<file path="config.mk">
export PLATFORM = sky130hd
export DESIGN_NAME = baud_frac_gen_flat
export DESIGN_NICKNAME = d
export VERILOG_FILES = /design/src/rtl/baud_frac_gen_pkg.sv /design/src/rtl/baud_frac_gen_if.sv /design/src/rtl/baud_ovs_counter.sv /design/src/rtl/baud_frac_gen.sv /design/src/flat_wrapper.sv
export SDC_FILE = /design/constraint.sdc
export NUM_CORES = 1
export LEC_CHECK = 0
export ABC_AREA = 1
export CORE_UTILIZATION = 56
export DETAILED_ROUTE_END_ITERATION = 12
export PLACE_DENSITY = 0.84
export SLEW_MARGIN = 10
export SYNTH_ARGS = -nofsm -noshare
export SYNTH_HDL_FRONTEND = slang
export SYNTH_SLANG_ARGS = --single-unit
export TNS_END_PERCENT = 20
</file>
<file path="constraint.sdc">
create_clock -name clk -period 4.3 [get_ports clk]
set_input_delay 0.86 -clock clk [delete_from_list [all_inputs] [get_ports clk]]
set_output_delay 0.86 -clock clk [all_outputs]
set_load 0.1 [all_outputs]
</file>
<file path="src/rtl/baud_frac_gen_pkg.sv">
// rtl/baud_frac_gen_pkg.sv - shared UART timing constants and helpers
package baud_frac_gen_pkg;

    localparam int UART_OVS        = 16;
    localparam int UART_DATA_BITS  = 8;
    localparam int UART_STOP_BITS  = 1;

    // Divisor pairs are clk / baud / OVS, split into integer and 1/16 parts
    localparam int B19200_100M_DIV  = 325;
    localparam int B19200_100M_FRAC = 8;
    localparam int B115200_100M_DIV  = 54;
    localparam int B115200_100M_FRAC = 4;
    localparam int B9600_50M_DIV    = 325;
    localparam int B9600_50M_FRAC   = 8;

    function automatic int ovs_width(input int ovs);
        return (ovs < 2) ? 1 : $clog2(ovs);
    endfunction

endpackage

</file>
<file path="src/rtl/baud_frac_gen_if.sv">
// rtl/baud_frac_gen_if.sv - control and tick signals of the fractional baud generator
interface baud_frac_gen_if
    import baud_frac_gen_pkg::*;
#(
    parameter int DIV_W  = 16,
    parameter int FRAC_W = 4,
    parameter int OVS    = UART_OVS
) ();
    localparam int OVS_W = ovs_width(OVS);

    logic              en;
    logic              resync;
    logic [DIV_W-1:0]  div_int;
    logic [FRAC_W-1:0] div_frac;
    logic              div_load;
    logic              div_ack;
    logic              s_tick;
    logic              bit_tick;
    logic [DIV_W-1:0]  q;
    logic [OVS_W-1:0]  ovs_q;

    modport master (
        output en, resync, div_int, div_frac, div_load,
        input  div_ack, s_tick, bit_tick, q, ovs_q
    );

    modport slave (
        input  en, resync, div_int, div_frac, div_load,
        output div_ack, s_tick, bit_tick, q, ovs_q
    );
endinterface

</file>
<file path="src/rtl/baud_ovs_counter.sv">
// rtl/baud_ovs_counter.sv - modulo-OVS oversample phase counter
module baud_ovs_counter
    import baud_frac_gen_pkg::*;
#(
    parameter int OVS = UART_OVS,
    localparam int W  = ovs_width(OVS)
) (
    input  logic         clk,
    input  logic         reset,
    input  logic         clear,
    input  logic         inc,
    output logic         wrap,
    output logic [W-1:0] phase
);

    assign wrap = inc & (phase == W'(OVS - 1));

    // OVS is a power of two, so the natural rollover is the modulo wrap
    always_ff @(posedge clk or posedge reset) begin
        if (reset) begin
            phase <= '0;
        end else if (clear) begin
            phase <= '0;
        end else if (inc) begin
            phase <= phase + W'(1);
        end
    end

endmodule

</file>
<file path="src/rtl/baud_frac_gen.sv">
// rtl/baud_frac_gen.sv - fractional-N baud tick generator with shadowed divisor
module baud_frac_gen
    import baud_frac_gen_pkg::*;
#(
    parameter int DIV_W    = 16,
    parameter int FRAC_W   = 4,
    parameter int OVS      = UART_OVS,
    parameter int DEF_DIV  = B19200_100M_DIV,
    parameter int DEF_FRAC = B19200_100M_FRAC
) (
    input  logic           clk,
    input  logic           reset,
    baud_frac_gen_if.slave bus
);

    localparam int OVS_W = ovs_width(OVS);
    localparam int DW1   = DIV_W + 1;

    logic [DIV_W-1:0]  act_int, shd_int, q;
    logic [FRAC_W-1:0] act_frac, shd_frac, acc;
    logic              c, pending;
    logic [DW1-1:0]    d_eff, last;
    logic [FRAC_W:0]   sum;
    logic              period_end, s_tick, apply, wrap;
    logic [OVS_W-1:0]  phase;

    // Ticks depend only on registered state and en/resync, never on div_* inputs
    always_comb begin
        d_eff      = (act_int == '0) ? DW1'(1) : {1'b0, act_int};
        last       = d_eff + DW1'(c) - DW1'(1);
        period_end = ({1'b0, q} == last);
        s_tick     = bus.en & ~bus.resync & period_end;
        apply      = pending & (s_tick | ~bus.en | bus.resync);
        sum        = {1'b0, acc} + {1'b0, act_frac};
    end

    always_ff @(posedge clk or posedge reset) begin
        if (reset) begin
            q   <= '0;
            acc <= '0;
            c   <= 1'b0;
        end else if (bus.resync) begin
            q   <= '0;
            acc <= '0;
            c   <= 1'b0;
        end else if (bus.en) begin
            if (period_end) begin
                q   <= '0;
                acc <= sum[FRAC_W-1:0];
                c   <= sum[FRAC_W];
            end else begin
                q   <= q + DIV_W'(1);
            end
        end
    end

    // Swapping only at a period boundary keeps the running period intact
    always_ff @(posedge clk or posedge reset) begin
        if (reset) begin
            act_int  <= DIV_W'(DEF_DIV);
            act_frac <= FRAC_W'(DEF_FRAC);
            shd_int  <= DIV_W'(DEF_DIV);
            shd_frac <= FRAC_W'(DEF_FRAC);
            pending  <= 1'b0;
        end else begin
            if (apply) begin
                act_int  <= shd_int;
                act_frac <= shd_frac;
            end
            if (bus.div_load) begin
                shd_int  <= bus.div_int;
                shd_frac <= bus.div_frac;
                pending  <= 1'b1;
            end else if (apply) begin
                pending  <= 1'b0;
            end
        end
    end

    baud_ovs_counter #(.OVS(OVS)) u_ovs (
        .clk   (clk),
        .reset (reset),
        .clear (bus.resync),
        .inc   (s_tick),
        .wrap  (wrap),
        .phase (phase)
    );

    assign bus.s_tick   = s_tick;
    assign bus.bit_tick = wrap;
    assign bus.div_ack  = apply;
    assign bus.q        = q;
    assign bus.ovs_q    = phase;

endmodule

</file>
<file path="src/flat_wrapper.sv">
// flat-port wrapper written by rule: the top's interface ports become plain ports
module baud_frac_gen_flat import baud_frac_gen_pkg::*;
#(
    parameter int DIV_W    = 16,
    parameter int FRAC_W   = 4,
    parameter int OVS      = UART_OVS,
    parameter int DEF_DIV  = B19200_100M_DIV,
    parameter int DEF_FRAC = B19200_100M_FRAC
)
  (clk, reset, bus_en, bus_resync, bus_div_int, bus_div_frac, bus_div_load, bus_div_ack, bus_s_tick, bus_bit_tick, bus_q, bus_ovs_q);
  baud_frac_gen_if #(.DIV_W(DIV_W), .FRAC_W(FRAC_W), .OVS(OVS)) bus_i ();
  input  logic clk;
  input  logic reset;
  input wire logic [$bits(bus_i.en)-1:0] bus_en;
  input wire logic [$bits(bus_i.resync)-1:0] bus_resync;
  input wire logic [$bits(bus_i.div_int)-1:0] bus_div_int;
  input wire logic [$bits(bus_i.div_frac)-1:0] bus_div_frac;
  input wire logic [$bits(bus_i.div_load)-1:0] bus_div_load;
  output wire logic [$bits(bus_i.div_ack)-1:0] bus_div_ack;
  output wire logic [$bits(bus_i.s_tick)-1:0] bus_s_tick;
  output wire logic [$bits(bus_i.bit_tick)-1:0] bus_bit_tick;
  output wire logic [$bits(bus_i.q)-1:0] bus_q;
  output wire logic [$bits(bus_i.ovs_q)-1:0] bus_ovs_q;
  assign bus_i.en = bus_en;
  assign bus_i.resync = bus_resync;
  assign bus_i.div_int = bus_div_int;
  assign bus_i.div_frac = bus_div_frac;
  assign bus_i.div_load = bus_div_load;
  assign bus_div_ack = bus_i.div_ack;
  assign bus_s_tick = bus_i.s_tick;
  assign bus_bit_tick = bus_i.bit_tick;
  assign bus_q = bus_i.q;
  assign bus_ovs_q = bus_i.ovs_q;
  baud_frac_gen #(.DIV_W(DIV_W), .FRAC_W(FRAC_W), .OVS(OVS), .DEF_DIV(DEF_DIV), .DEF_FRAC(DEF_FRAC)) u_core (.clk(clk), .reset(reset), .bus(bus_i));
endmodule
</file>
==> impl_summary.md, run 1 <==
Timing
Setup violations remaining at the end of the flow were counted as 0. The number of hold-slack violations in the final timing report is 0. The clock skew after layout is 0.00794 ns.

The final critical path time including I/O delays and setup is approximately 4.2 ns. In the finished design, the share of the clock period the worst path needs comes to 98.3%. The count of pins over their slew limit is 0.

The transition time at the pin with the least slew margin is 0.975 ns. The worst hold-check slack is 0.466 ns. The total negative slack is 0 ns.

Setup repair after global routing could not meet its margin everywhere. The worst max-slew margin expressed relative to the limit is 34.8%. Timing would allow up to between 200 and 250 MHz.

Floorplan
The initial core utilization is 59.5%. The area of the core is around 6500 um^2. The floorplan step defined a die boundary enclosing between 7000 and 8000 um^2. During I/O placement, the number of pins put on the boundary was 48. The count of standard-cell rows is 29.

The horizontal die dimension is 85.3 um. The die boundary height is 85.3 um.

Clocking
The H-tree was split into 3 levels. The root buffer cell is sky130_fd_sc_hd__clkbuf_8. The number of buffers created by CTS is 9. Clock-pin slew was measured on the worst setup and hold paths at 0.08 ns. The number of sinks driven by the clock tree is 66. The clock latency of the later-clocked register in the worst-skew pair is approximately 0.35 ns. The clock passes through at most 2 buffers. TritonCTS built the clock tree.

Synth
sky130_fd_sc_hd__dfrtp_1 takes more of the synthesized area than any other cell. The instance count of the mapped netlist is 501. The number of distinct standard cells referenced by the synthesized netlist is 36.

The number of nets in the synthesized netlist is 535. The number of register bits inferred by synthesis is 66. The area of the mapped netlist is 3890 um^2. The synthesized area per cell is 7.76 um^2. The count of yosys warnings during synthesis is 0.

Ranked by total cell area, the synthesized netlist is headed by sky130_fd_sc_hd__dfrtp_1, sky130_fd_sc_hd__nand2_1, sky130_fd_sc_hd__dfstp_2, sky130_fd_sc_hd__nand3_1, sky130_fd_sc_hd__xor2_1. Summed over its instances, the top area cell type makes up between 30% and 40% of the synthesized netlist area. Sequential elements use 42.8% of the synthesized area.

Worst setup path
The startpoint of the lowest-slack register-to-register path is u_core.act_int[10]$_DFFE_PP0P_. The critical path startpoint category is a register. The worst register-to-register path ends at u_core.pending$_DFFE_PP0P_.

STA puts the critical path data required time at 3.44 ns. The kind of critical path is reg2out. The largest driver fanout on the critical path is 6. Data on the critical path arrives at its endpoint at 3.37 ns. Across all register-to-register paths, the minimum setup slack is about 0.9 ns.

The worst setup path is captured at an output port. The cell count of the worst reg-to-reg path is 18.

GRT
The first global-routing pass estimated roughly 15000 um of wire. The pin count of the biggest net entering global routing is 45. The initial antenna violation count is 0. The via count of the first global-routing pass came to 3194. The total routing resource utilization after global routing is 26.2%. Summed over all layers, the global routing overflow is 0.

Hold path
The startpoint identified for the worst hold timing path is u_core.shd_int[2]$_DFFE_PP1P_. The worst min-delay path class is reg2reg. The worst hold path terminates at u_core.shd_int[2]$_DFFE_PP1P_. Along the worst hold path, the cell count comes to 2.

Cells and area
The final layout contains 598 nets. The number of antenna repair diodes is 0. The layout cell share with drive strength beyond 1 is 19.7%.

Compared with the post-synthesis result, the final layout area differs by 25.2%.

Placed design
The number of port buffers is 47. The HPWL reported at the end of detailed placement is 6590 um. Routability-driven placement finished with a final weighted congestion of 0.994.

Route
After detailed routing, the average wire length per cell comes to 14.4 um. In the routed layout, each cell is associated on average with a via count of 5.56. The number of remaining DRC errors is 0.

The first-pass iteration count of the detailed router is 5. The remaining number of nets flagged by the antenna check after routing is 0. The iteration-0 DRC count of the detailed router is about 250. Detailed routing inserted a total of approximately 3600 vias. The total routed wirelength is 9320 um.

Power and ir drop
The power density over cell area is 381 nW/um^2. Across the VDD grid, the largest voltage drop is 0.000245 V. The static leakage is 2.30 nW.

Outcome
The flow ran to the end, and the final reports show no timing, DRC or antenna violations.

Flow run
Across the run, the number of max-cap violations was 0.
[per-stage QoR]
step           power [mW]  util [%]  setup slack [ns]  cells  area [um^2]
6_report             1.85      74.5            0.0728    646         4860
4_1_cts              1.76      70.8           0.00695    629         4620
3_3_place_gp         1.22      67.5             0.292    613         4410
5_1_grt              1.95      74.5            -0.120    646         4860
2_1_floorplan        1.11         -            -0.125    501         3890
3_5_place_dp         1.23      67.5             0.217    613         4410
[flip-flops by register name, indices dropped and copies added, names as in the netlist]
signal and flops:
u_core.shd_frac 4, u_core.pending 1, u_core.u_ovs.phase 4, u_core.shd_int 16, u_core.acc 4, u_core.act_int 16
u_core.c 1, u_core.bus.q 16, u_core.act_frac 4
[cell usage in the layout (no fill, tap or decap), types with 4 or more instances in the layout]
cell type | Yosys | final
sky130_fd_sc_hd__nand2_2 | 3 | 9
sky130_fd_sc_hd__xor2_1 | 19 | 19
sky130_fd_sc_hd__clkdlybuf4s50_1 | 0 | 44
sky130_fd_sc_hd__dfstp_2 | 10 | 10
sky130_fd_sc_hd__ha_1 | 8 | 6
sky130_fd_sc_hd__nand4_1 | 6 | 6
sky130_fd_sc_hd__nor2_4 | 3 | 5
sky130_fd_sc_hd__clkbuf_8 | 0 | 10
sky130_fd_sc_hd__nor2_2 | 6 | 8
sky130_fd_sc_hd__inv_1 | 39 | 36
sky130_fd_sc_hd__nor3_2 | 3 | 4
sky130_fd_sc_hd__o22ai_1 | 12 | 12
sky130_fd_sc_hd__o21ai_2 | 9 | 10
sky130_fd_sc_hd__inv_2 | 4 | 6
sky130_fd_sc_hd__nor2_1 | 29 | 25
sky130_fd_sc_hd__dfrtp_1 | 56 | 52
sky130_fd_sc_hd__xnor2_1 | 10 | 10
sky130_fd_sc_hd__nand2_1 | 193 | 186
sky130_fd_sc_hd__dfrtp_2 | 0 | 4
sky130_fd_sc_hd__or2_2 | 7 | 7
sky130_fd_sc_hd__buf_4 | 1 | 17
sky130_fd_sc_hd__nand3_1 | 47 | 46
[layer usage]
| layer | GRT usage [%] | share of wire [%] |
|---|---|---|
| met1 | 34.7 | 43 |
| met2 | 42.9 | 49 |
| met3 | 4.47 | 5.7 |
| met4 | 10.5 | 2.4 |
| met5 | 0 | 0 |
[worst max-delay path, cell delays in order, from the launching register on]
cell and delay, ns:
sky130_fd_sc_hd__dfstp_2 0.56, sky130_fd_sc_hd__inv_2 0.06, sky130_fd_sc_hd__nand2_4 0.07, sky130_fd_sc_hd__nor4_4 0.04, sky130_fd_sc_hd__a41oi_2 0.18, sky130_fd_sc_hd__ha_2 0.25, sky130_fd_sc_hd__ha_4 0.20, sky130_fd_sc_hd__nand2_8 0.08
sky130_fd_sc_hd__buf_4 0.16, sky130_fd_sc_hd__nor2_2 0.13, sky130_fd_sc_hd__nand2_1 0.08, sky130_fd_sc_hd__nand2_1 0.09, sky130_fd_sc_hd__nand2_1 0.07, sky130_fd_sc_hd__nand2_2 0.07, sky130_fd_sc_hd__nand2_1 0.05, sky130_fd_sc_hd__nor2_1 0.10
sky130_fd_sc_hd__nand4_1 0.10, sky130_fd_sc_hd__nor2_1 0.11, sky130_fd_sc_hd__nand4_1 0.16, sky130_fd_sc_hd__nor3_2 0.24, sky130_fd_sc_hd__buf_12 0.21
[synth_stat cells, drive strengths merged]
master / n
nand2: 199
dfrtp: 56
nand3: 48
inv: 43
nor2: 38
xor2: 19
o21ai: 12
o22ai: 12
dfstp: 10
xnor2: 10
ha: 8
nor3: 8
buf: 7
clkbuf: 7
nand4: 7
or2: 7
nand3b: 3
a21oi: 1
a41oi: 1
clkinv: 1
fa: 1
mux2i: 1
nor4: 1
o31ai: 1
[kinds of logic after synthesis]
logic type / count (synthesis) / share of synthesized area [%]
simple gates: 311 / 35.7
flops: 66 / 42.8
buf+inv: 58 / 6.70
xor+xnor: 29 / 6.54
compound gates: 27 / 4.89
fa+ha+maj: 9 / 3.09
mux: 1 / 0.258
[worst max path at each step]
stage,startpoint,cells past startpoint,end
after floorplan,u_core.act_int[11]$_DFFE_PP0P_,18,bus_bit_tick
after global routing,u_core.act_int[6]$_DFFE_PP1P_,17,bus_div_ack
after detailed placement,u_core.act_int[13]$_DFFE_PP0P_,18,bus_bit_tick
final,u_core.act_int[8]$_DFFE_PP1P_,20,bus_bit_tick
after global placement,u_core.act_int[12]$_DFFE_PP0P_,18,bus_bit_tick
after CTS,u_core.act_int[11]$_DFFE_PP0P_,19,bus_bit_tick
[repair_timing]
action,4_1_cts,5_1_grt
buffers inserted,0,17
pin swaps,1,17
setup endpoints to repair,3,3
hold endpoints to repair,0,0
hold buffers,0,0
gates resized for setup,4,30
[layout make-up]
cell class                      instances  area, um^2
Multi-Input combinational cell        377        2080
Sequential cell                        66        1670
Fill cell                             505        1670
Timing Repair Buffer                   66         651
Inverter                               44         168
Clock buffer                           12         145
Tap cell                               77        96.3
Clock inverter                          4        51.3
[power breakdown]
group          internal, mW  switching, mW
clock network         0.284          0.244
registers             0.691         0.0729
logic                 0.224          0.337
(Power assumes the default switching activity.)
==> inputs of run 2 (changes only) <==
CTS_CLUSTER_SIZE = 30   (was not set)
==> results of run 2 <==
Final layout, timing and power as in run 1 (identical DEF).
==> inputs of run 3 (changes only) <==
CORE_MARGIN = 5   (was not set)
RECOVER_POWER = 50   (was not set)
==> run 3 against run 2 <==
Effect of this change:
- the run now ends with max-capacitance violations, max-slew violations left
- highest routed layer unchanged
- sequential power fell by 0.7%
- global-route usage fell by 3.4 points
- largest cell class unchanged
- fmax rose by 3.3%
==> impl_summary.md, run 3 (synthesis gave the netlist of run 1 again) <==
Outcome
The flow ran to the end, but the final reports show violations. The checks that failed: max-capacitance violations, max-slew violations.

Placed design
The post-detailed-placement cell area is 4410 um^2 (about the same). The final RePlAce weighted congestion is 0.951 (-4.3%). The number of cells after detailed placement was 616 (+0.49%). The HPWL reported at the end of detailed placement is 6650 um (+0.91%). The number of port buffers is 47 (unchanged).

The pre-CTS setup slack is 0.253 ns (+0.0357 ns).

Floorplan
The count of standard-cell rows is 30 (+3.4%). The initial core utilization was 57.5% (-2.0 points). The area of the core was 6760 um^2 (+3.4%). The die boundary height was 93.3 um (+9.4%). The total die area is 8710 um^2 (+20%). The horizontal die dimension came to 93.3 um (+9.4%). The number of top-level pins was 48 (unchanged).

Timing
The clock skew after layout is 0.0121 ns (+0.00412 ns). The worst max-slew margin expressed relative to the limit is -18.6% (-53 points). The portion of the clock cycle consumed by the worst path in the final layout is 95.2% (-3.1 points). The count of pins over their slew limit is 50 (+50).

The final setup slack of the worst path was 0.206 ns (+0.134 ns). The transition time at the pin with the least slew margin is 1.78 ns (+0.802 ns). The number of hold-slack violations in the final timing report is 0 (unchanged). The top achievable clock speed is 244 MHz (+3.3%).

The final-report setup violation count was 0 (unchanged). The final critical path time including I/O delays and setup was 4.09 ns (-0.134 ns). The worst hold-check slack is 0.470 ns (+0.00379 ns).

Clocking
The maximum buffer depth of the clock tree is 2 (unchanged). The clock transition at the registers of the reported paths is 0.08 ns (about the same). The number of sinks driven by the clock tree came to 66 (unchanged). The clock latency of the later-clocked register in the worst-skew pair is 0.36 ns (about the same). The number of H-tree branching levels is 3 (unchanged).

The root buffer cell chosen for the clock tree is sky130_fd_sc_hd__clkbuf_8. The number of buffers created by CTS was 9 (unchanged). The CTS tree is yes.

Cells and area
The layout cell share with drive strength beyond 1 came to 16.3% (-3.4 points). The top cell types in the final layout, fill and taps aside, are sky130_fd_sc_hd__nand2_1, sky130_fd_sc_hd__dfrtp_1, sky130_fd_sc_hd__nand3_1. In the final layout, the registers with the most flip-flops are u_core.act_int x16, u_core.bus.q x16, u_core.shd_int x16. The leading cell type in the layout, fill and taps excluded is sky130_fd_sc_hd__nand2_1. The number of antenna repair diodes came to 0 (unchanged). The finished layout cell area came to 4780 um^2 (-1.8%). The net count of the finished layout is 587 (-1.8%). The post-route non-filler standard cell count came to 638 (-1.2%). Relative to the synthesized area, the layout overhead comes to 22.9%.

Power and ir drop
The power density over cell area is 394 nW/um^2 (+3.4%). The highest ir drop seen on vdd is 0.000244 V (-0.11%). The static leakage is 2.26 nW (-1.8%).

Worst setup path
The largest driver fanout on the critical path is 6 (unchanged). The arrival time reported for the critical path endpoint came to 3.23 ns (-0.14 ns). The required time of the critical path was 3.44 ns (about the same).

In this run the critical register-to-register path is captured at u_core.pending$_DFFE_PP0P_. The launching element of the worst setup path is u_core.act_int[11]$_DFFE_PP0P_. The critical path in this run is classified as reg2out.

The capture point of the worst path is bus_bit_tick. The register-to-register setup slack is 1.06 ns (+0.18 ns). The worst register-to-register path begins at u_core.act_int[8]$_DFFE_PP1P_. The kind of end point of the critical path is an output port. The cell count of the worst reg-to-reg path is 22 (+4). The critical path startpoint category is a register.

GRT
The initial antenna violation count is 0 (unchanged). The via count of the first global-routing pass is 3254 (+1.9%). The total overflow reported by the global router is 0 (unchanged). The total routing resource utilization after global routing is 22.7% (-3.4 points). The wire length of the first global-routing pass was 15400 um (+4.0%).

The pin count of the biggest net entering global routing is 50 (+11%).

Route
The number of remaining DRC errors came to 0 (unchanged). The detailed-route via count is 3357 (-6.6%). The via density per instance came to 5.26 (-5.4%). The total routed wirelength is 9130 um (-2.1%).

The remaining number of nets flagged by the antenna check after routing came to 0 (unchanged). The final routed wire length divided by cell count is 14.3 um (-0.91%). The first-pass iteration count of the detailed router is 5 (unchanged). The iteration-0 DRC count of the detailed router was 247 (-0.80%).

Flow run
The max-cap check violation count is 1 (+1).

Hold path
The worst hold path belongs to the class reg2reg. The startpoint identified for the worst hold timing path is u_core.shd_int[2]$_DFFE_PP1P_.
-- run 3: cell count changes in the layout (fill, tap and decap cells not counted), sizes merged --
cell	change
clkdlybuf4s50	-2
clkinv	+1
clkbuf	-1
buf	-12
dlygate4sd3	+2
bufinv	+1
-- run 3: repair_timing --
| item | CTS | global route |
|---|---|---|
| gates resized for setup | 4 | 15 |
| endpoints found under the setup margin | 3 | 3 |
| buffers inserted | 3 | 3 |
| hold buffers | 0 | 0 |
| pin swaps | 2 | 4 |
-- run 3: through the flow --
stage	setup TNS [ns]	utilization (%)	total power, mW
floorplan	-0.125	-	1.11
global placement	0	65.3	1.22
detailed placement	0	65.3	1.23
CTS	0	69.3	1.85
global route	-0.0375	70.7	1.99
finish	0	70.7	1.88
-- run 3: power by group --
group	internal, mW	switching, mW	total, mW
sequential	0.691	0.0684	0.759
clock	0.343	0.264	0.607
combinational	0.196	0.319	0.515
-- run 3: per-layer routing --
| metal | up-vias | wire [um] | global-route usage, % |
|---|---|---|---|
| met5 | - | 0 | 0 |
| met1 | 1546 | 4070 | 29.6 |
| li1 | 1693 | - | - |
| met2 | 100 | 4340 | 37.2 |
| met3 | 18 | 526 | 4.67 |
| met4 | 0 | 190 | 8.79 |
-- run 3: area by class of cell --
class,instances,area [um^2]
timing repair buffer,55,557
sequential,66,1670
tap,80,100
multi-input combinational,377,2060
fill,548,1980
clock inverter,6,90.1
inverter,44,165
clock buffer,10,138
-- run 3: worst max-delay path: stages, from the launching register on --
cell	delay, ns
sky130_fd_sc_hd__dfrtp_1	0.40
sky130_fd_sc_hd__nor2_2	0.16
sky130_fd_sc_hd__nand2_2	0.10
sky130_fd_sc_hd__nor4_4	0.19
sky130_fd_sc_hd__a41oi_2	0.19
sky130_fd_sc_hd__ha_4	0.21
sky130_fd_sc_hd__ha_4	0.19
sky130_fd_sc_hd__nand2_8	0.10
sky130_fd_sc_hd__inv_2	0.04
sky130_fd_sc_hd__nand2_1	0.08
sky130_fd_sc_hd__nand2_1	0.06
sky130_fd_sc_hd__nand2_1	0.05
sky130_fd_sc_hd__nand2_1	0.06
sky130_fd_sc_hd__nand3b_1	0.15
sky130_fd_sc_hd__nor2_1	0.11
sky130_fd_sc_hd__nand2_1	0.07
sky130_fd_sc_hd__nor2_1	0.10
sky130_fd_sc_hd__nand4_1	0.15
sky130_fd_sc_hd__nor3_2	0.22
sky130_fd_sc_hd__buf_12	0.21
-- run 3: worst min-delay path by stage --
stage                                               end  slack, ns  cells past startpoint
final                     u_core.shd_int[2]$_DFFE_PP1P_       0.47                      2
after global placement    u_core.shd_int[2]$_DFFE_PP1P_       0.45                      2
after detailed placement  u_core.shd_int[2]$_DFFE_PP1P_       0.46                      2
after CTS                 u_core.shd_int[2]$_DFFE_PP1P_       0.47                      2
after global routing      u_core.shd_int[0]$_DFFE_PP1P_       0.49                      2
after floorplan           u_core.act_int[0]$_DFFE_PP1P_       0.44                      2
